[config.mk]
export PLATFORM = sky130hd
export DESIGN_NAME = seq_normalizer
export DESIGN_NICKNAME = d
export VERILOG_FILES = /design/src/rtl/seq_normalizer.sv
export SDC_FILE = /design/constraint.sdc
export NUM_CORES = 1
export LEC_CHECK = 0
export CORE_MARGIN = 10
export CORE_UTILIZATION = 25
export CTS_CLUSTER_SIZE = 40
export DETAILED_ROUTE_END_ITERATION = 8
export SETUP_SLACK_MARGIN = 0.2
export SLEW_MARGIN = 10
export SYNTH_ARGS = -nofsm -noshare
export SYNTH_HDL_FRONTEND = slang
export SYNTH_SLANG_ARGS = --single-unit
[constraint.sdc]
create_clock -name clk -period 3.2 [get_ports clk]
set_input_delay 0.48 -clock clk [delete_from_list [all_inputs] [get_ports clk]]
set_output_delay 0.48 -clock clk [all_outputs]
set_load 0.005 [all_outputs]
[src/rtl/seq_normalizer.sv]
// seq_normalizer
//
// Sequential left-normalizer for one 32-bit operand at a time. In logical
// mode the operand is shifted left until bit 31 is set. In arithmetic mode it
// is shifted left until bits 31 and 30 differ, capped at 31 shifts. The
// result, the shift count and a zero flag are then held until they are
// consumed.
//
// Build option:
//   SEQ_NORMALIZER_FAST_EN  when defined, a SHIFT cycle moves the operand by 4
//                           whenever doing so cannot skip past the stop point.
//                           Results are bit-identical; only latency shrinks.
//
// Ports:
//   clk         rising-edge clock for all state
//   rst         asynchronous, active-high reset
//   inValid     dataIn/arithmetic valid
//   inReady     block can accept an operand (IDLE and not in reset)
//   dataIn      operand to normalize
//   arithmetic  0 = logical (unsigned), 1 = arithmetic (signed) normalize
//   outValid    result valid (DONE)
//   outReady    consumer accepts result
//   dataOut     normalized value
//   shiftCount  left-shift amount applied, 0..32
//   isZero      operand was zero
//
// state | meaning
// IDLE  | waiting for an operand; inReady high
// SHIFT | one normalize step per cycle on the working register
// DONE  | result presented on outputs; waiting for outReady

module seq_normalizer (
    input  logic        clk,
    input  logic        rst,
    input  logic        inValid,
    output logic        inReady,
    input  logic [31:0] dataIn,
    input  logic        arithmetic,
    output logic        outValid,
    input  logic        outReady,
    output logic [31:0] dataOut,
    output logic [5:0]  shiftCount,
    output logic        isZero
);

    typedef enum logic [1:0] {
        ST_IDLE  = 2'd0,
        ST_SHIFT = 2'd1,
        ST_DONE  = 2'd2
    } state_t;

    state_t state_q, state_d;

    logic [31:0] work_q;
    logic [5:0]  cnt_q;
    logic        arith_q;
    logic        zero_q;

    logic        step_done;
    logic        work_is_zero;
`ifdef SEQ_NORMALIZER_FAST_EN
    logic        shift4;
`endif

    assign work_is_zero = (work_q == 32'd0);

    // Stop condition for the current SHIFT cycle.
    always_comb begin
        step_done = 1'b0;
        if (!arith_q) begin
            step_done = work_q[31] || work_is_zero;
        end else begin
            step_done = (work_q[31] != work_q[30]) || (cnt_q == 6'd31);
        end
    end

`ifdef SEQ_NORMALIZER_FAST_EN
    // A 4-bit step is only taken when all four shifted-out positions are
    // guaranteed to lie before the stop point, so it never overshoots.
    always_comb begin
        shift4 = 1'b0;
        if (!arith_q) begin
            shift4 = (work_q[31:28] == 4'd0) && !work_is_zero;
        end else begin
            shift4 = ((&work_q[31:27]) || (~|work_q[31:27])) && (cnt_q <= 6'd27);
        end
    end
`endif

    // State register
    always_ff @(posedge clk or posedge rst) begin
        if (rst) begin
            state_q <= ST_IDLE;
        end else begin
            state_q <= state_d;
        end
    end

    // Next-state logic
    always_comb begin
        state_d = state_q;
        case (state_q)
            ST_IDLE:  if (inValid) state_d = ST_SHIFT;
            ST_SHIFT: if (step_done) state_d = ST_DONE;
            ST_DONE:  if (outReady) state_d = ST_IDLE;
            default:  state_d = ST_IDLE;
        endcase
    end

    // Output logic; inReady drops immediately with rst.
    always_comb begin
        inReady  = (state_q == ST_IDLE) && !rst;
        outValid = (state_q == ST_DONE);
    end

    // Working datapath and result registers. Results are only loaded on the
    // SHIFT->DONE transition so the outputs keep their last values otherwise.
    always_ff @(posedge clk or posedge rst) begin
        if (rst) begin
            work_q     <= 32'd0;
            cnt_q      <= 6'd0;
            arith_q    <= 1'b0;
            zero_q     <= 1'b0;
            dataOut    <= 32'd0;
            shiftCount <= 6'd0;
            isZero     <= 1'b0;
        end else begin
            case (state_q)
                ST_IDLE: begin
                    if (inValid) begin
                        work_q  <= dataIn;
                        arith_q <= arithmetic;
                        cnt_q   <= 6'd0;
                        zero_q  <= (dataIn == 32'd0);
                    end
                end
                ST_SHIFT: begin
                    if (step_done) begin
                        dataOut    <= work_q;
                        // A zero operand in logical mode reports a full-width
                        // shift without iterating.
                        shiftCount <= (!arith_q && work_is_zero) ? 6'd32 : cnt_q;
                        isZero     <= zero_q;
                    end else begin
`ifdef SEQ_NORMALIZER_FAST_EN
                        if (shift4) begin
                            work_q <= {work_q[27:0], 4'b0000};
                            cnt_q  <= cnt_q + 6'd4;
                        end else begin
                            work_q <= {work_q[30:0], 1'b0};
                            cnt_q  <= cnt_q + 6'd1;
                        end
`else
                        work_q <= {work_q[30:0], 1'b0};
                        cnt_q  <= cnt_q + 6'd1;
`endif
                    end
                end
                default: ;
            endcase
        end
    end

endmodule
Word level (Yosys, flattened, before mapping)
Cells that the tools add are included.
{ "word_totals": {"regBits": 81, "inputBits": 37, "out_inout_bits": 41, "word_cells": 43} }
{ "op_classes": {"muxes": 12, "n_addsub": 1, "n_reduce_logical": 14, "n_eq_ne": 8} }
{ "ops": {"columns": ["cell", "n"], "rows": [
  ["32-bit logical NOT", 2],
  ["32-bit two-way mux", 2],
  ["32-bit one-hot mux with 2 select lines", 1],
  ["6-bit two-way mux", 3],
  ["6-bit one-hot mux with 2 select lines", 1],
  ["6-bit by 1-bit adder with 6-bit output (second input constant)", 1],
  ["6-bit by 5-bit == test with 1-bit output (second input constant)", 1],
  ["2-bit two-way mux", 3],
  ["2-bit != test (second input constant)", 3],
  ["2-bit one-hot mux with 3 select lines", 1],
  ["3-bit AND reduction", 2],
  ["2-bit AND reduction", 2],
  ["2-bit by 1-bit == test with 1-bit output (second input constant)", 1],
  ["2-bit == test (second input constant)", 1],
  ["1-bit logical AND", 2],
  ["1-bit logical NOT", 2],
  ["2-bit logical NOT", 1],
  ["1-bit logical OR", 2],
  ["2-bit by 1-bit != test with 1-bit output (second input constant)", 1],
  ["2-bit nonzero test", 1],
  ["1-bit two-way mux", 1],
  ["1-bit != test", 1]
]} }

Depth between registers and ports, before layout
{ "depth": {"word_depth": 5, "depth_mapped": 9} }

Worst setup path after synthesis
No wires, ideal clock.
{ "synth_path": {"path_kind": "flip-flop to flip-flop", "startpoint": "register work_q[31]", "endpoint": "register dataOut[27]", "required_time_ps": 3075, "arrival_time_ps": 1858, "stages_incl_launch_ff": 10, "setup_slack_ps": 1216, "synth_period_minus_slack_ps": 1984, "cell_sequence": "dfrtp_1 inv_1 ha_1 nor4b_1 nand4_1 o21bai_2 nand2_2 buf_6 buf_6 mux2_4"} }
{ "synth_between": {"elab_chain_cells": 4, "word_cells_on_any_way": 6} }
{ "synth_rtl": {"columns": ["element", "line", "source"], "rows": [
  ["start, declared", "54", "logic [31:0] work_q;"],
  ["start signal, assigned", "131", "work_q <= dataIn;"],
  ["start signal, assigned", "154", "work_q <= {work_q[30:0], 1'b0};"],
  ["32-bit logical NOT / 1-bit != test (equally long branches)", "65, 73", null],
  ["1-bit logical OR, on equally long branches", "71, 73", null],
  ["1-bit two-way mux *", "70", "if (!arith_q) begin"],
  ["2-bit AND reduction (no source line) *", null, null],
  ["end signal, assigned", "139", "dataOut <= work_q;"],
  ["end, declared", "41", "output logic [31:0] dataOut,"]
]} }
Every way passes the cells marked *; elsewhere a longest branch is shown, timed or not.
A chain may end at the register's enable or synchronous reset.

Final worst setup path
{ "layout_path": {"startpoint": "register work_q[31]", "endpoint": "register work_q[18]"} }
{ "layout_between": {"elab_chain_cells": 5, "word_cells_on_any_way": 7} }
{ "layout_rtl": {"columns": ["element", "line"], "rows": [
  ["32-bit logical NOT / 1-bit != test (equally long branches)", "65, 73"],
  ["1-bit logical OR, on equally long branches", "71, 73"],
  ["1-bit two-way mux *", "70"],
  ["2-bit != test (no source line) *", null],
  ["3-bit AND reduction (no source line) *", null]
]} }
Marked as above.

==> flow_summary.toml <==
[cells_and_area]
area.sequential_um2 = 2030
final_layout_size_suffix_gt1_share_pct = 17.8
final_common_cell = "dfrtp_1"
insertedDiodeCount = 0
multiInputGateArea_um2 = 1460
filler_cell_count = 1388
mostFrequentLayoutCells = "81 x dfrtp_1, 77 x clkdlybuf4s50_1, 34 x nand2b_1"
synthToLayoutAreaGrowth_pct = 35.3
design_area_um2 = 4880
final_nets = 394
post_layout_nonfiller_instances = 540

[cts]
cts_post_setup_buffers_inserted = 0
path_clk_slew_ps = 60
postcts_resize_cnt = 0
number_of_buffers_created_by_cts = 9
clk_latency_ps = 340
post_cts_hold_buffer_count = 0
clock_path_buffers = 2
tritoncts_num_sinks = 81
tritoncts = "done"
clock-root-buffer = "clkbuf_16"
ctsHtreeMaxLevel = 3

[sta]
layout_worst_path_cycle_share_pct = 83.0
achievable-frequency_mhz = 377
grt_setup_unrepaired = "false"
final.setup.tns_ps = 0
final-hold-violation-count = 0
skew_ps = 5.79
worstMarginPinSlew_ps = 905
relSlewSlack_pct = 39.4
drv_slew = 0
hold_slack_ps = 475
setup-violations-final = 0
final.min_clock_period_ps = 2660

[critical_path]
worstReg2RegStart = "work_q[31]"
r2r-end = "work_q[18]"
setup.worst_path.class = "reg -> reg"
setup.worst_path.end = "work_q[18]"
rrSetupSlack_ps = 540
required_ps = 3420
critical_path.startpoint_type = "register"
worst_ep_arrival_time_ps = 2870
startpoint = "work_q[31]"
timing.critical_path.to_type = "register"
path_max_fanout = 22
reg2reg_depth = 8

[synthesis]
synthAdderAreaFrac_pct = 0.694
postSynth.asyncResetShare_pct = 100
ys_ff_latch = 81
synthesis.yosys.warnings = 0
synth_top_family_by_area = "compound AO/OA/AOI/OAI gates"
synth.net_count = 317
postSynth.topFlopCell = "dfrtp_1"
synthXorXnorAreaFrac_pct = 0
synthesis.instances = 278
syn-cell-area_um2 = 3610
post_synth_num_cell_types = 43
ys_seq_area_share_pct = 56.2
yosys-mux-area-fraction_pct = 10.9
synthesis.area_per_instance_um2 = 13.0
synth-compound-area-share_pct = 15.7
simple_gate_share_of_the_synthesized_area_pct = 13.1
synth_edf_count = 0

[place]
placedInstanceArea_um2 = 4560
numPortBuffers = 77
detailedPlacementHpwl_um = 7140
dp.cells = 524
place.gp.congestion = 0.814

[routing]
routed_wl_um = 9570
per_cell_via_count_in_the_routed_design = 4.84
drc = 0
vias = 2612
drt_pass1_iterations = 4
drt-initial-drc-count = 209
route.antenna.remaining_nets = 0
wire_per_inst_um = 17.7

[power_and_ir_drop]
p_sw_share_pct = 32.6
leakagePower_uw = 0.00188
power.net_switching_uw = 1640
powerDensity_nw_per_um2 = 1030
vdd_drop_max_mv = 0.328
relative_contribution_of_sequential_cells_to_total_power_pct = 38.7
combinational_cell_fraction_of_total_power_pct = 39.3
internal_power_uw = 3400
p_total_uw = 5040
power_frac_clock_pct = 22.0

[global_routing]
grt_max_degree = 49
grt-ovfl-total = 0
grt_pass1_wl_um = 15900
first_global_vias = 2830
grt.total_usage_pct = 10.0
initial_antenna_violation_count = 0

[die]
core_area_um2 = 14000
die_y_um = 140
rows = 43
die_width_um = 140
die_area_um2 = 19600
design.portCount = 78
initial_utilization_pct = 25.8

[worst_hold_path]
worst_hold_class = "reg -> reg"

[job]
number_of_maximum_capacitance_constraint_violations = 0

[outcome]
run_status = "finished, final reports clean"
[sequential cells by signal, summed over array words and instances (netlist names)]
signal	count
dataOut	32
arith_q	1
shiftCount	6
cnt_q	6
state_q	2
zero_q	1
work_q	32
isZero	1
[final cells by class]
class / count / area share [%]
multi-input combinational: 174 / 29.9
clock inverter: 5 / 1.62
timing repair buffer: 82 / 16.8
clock buffer: 11 / 4.98
sequential: 81 / 41.5
tap: 180 / 4.62
inverter: 7 / 0.564
[metal layers]
layer / global-route usage (%) / vias up / part of all wire (%)
met5: 0 / - / 0
met4: 5.05 / 0 / 2.3
met3: 2.87 / 14 / 5.4
met2: 15.5 / 62 / 47
met1: 12.5 / 1311 / 45
li1: - / 1225 / -
[synthesized netlist by cell type (all sizes together), types with 3 or more instances]
| cell | number | area (µm²) |
|---|---|---|
| inv | 7 | 26.3 |
| nand2b | 34 | 213 |
| nor3 | 3 | 15.0 |
| dfrtp | 81 | 2030 |
| o221a | 31 | 349 |
| buf | 11 | 77.6 |
| mux2 | 32 | 372 |
| a32o | 5 | 50.1 |
| o21ai | 4 | 20.0 |
| nand4 | 6 | 37.5 |
| o211ai | 3 | 22.5 |
| clkbuf | 5 | 18.8 |
| nor4 | 15 | 93.8 |
| o311ai | 3 | 26.3 |
| nand2 | 12 | 47.6 |
[logic make-up after synthesis]
family,after synthesis
flops,81
simple gates,80
compound gates,58
mux,34
buf+inv,23
fa+ha+maj,2
[worst max-delay path, stage by stage (launching register included)]
cell      delay [ps]
dfrtp_1          420
inv_1             70
ha_1             120
nor4b_1          290
nand4_1          230
o21bai_2         350
o211ai_1         400
buf_4            380
o221a_1          260
[through the flow]
step           util [%]  setup WS [ps]
2_1_floorplan         -            640
3_3_place_gp       32.6            651
3_5_place_dp       32.6            499
4_1_cts            34.9            494
5_1_grt            34.9            238
6_report           34.9            544
[power groups by stage]
stage	Clock [µW]	Combinational, µW	Sequential (µW)
after floorplan	0	1240	1860
after global placement	0	1980	1950
after detailed placement	0	2010	1970
after CTS	1130	2030	1960
after global routing	1170	2190	2030
final	1110	1980	1950
[worst min path at each step]
stage / cells after the start / slack [ps] / end / startpoint
finish: 2 / 480 / zero_q / zero_q
floorplan: 2 / 440 / zero_q / zero_q
global placement: 2 / 460 / zero_q / zero_q
detailed placement: 2 / 460 / zero_q / zero_q
CTS: 2 / 480 / zero_q / zero_q
global route: 1 / 520 / shiftCount[1] / shiftCount[1]
Note: power is estimated with default switching activity, not from simulation.
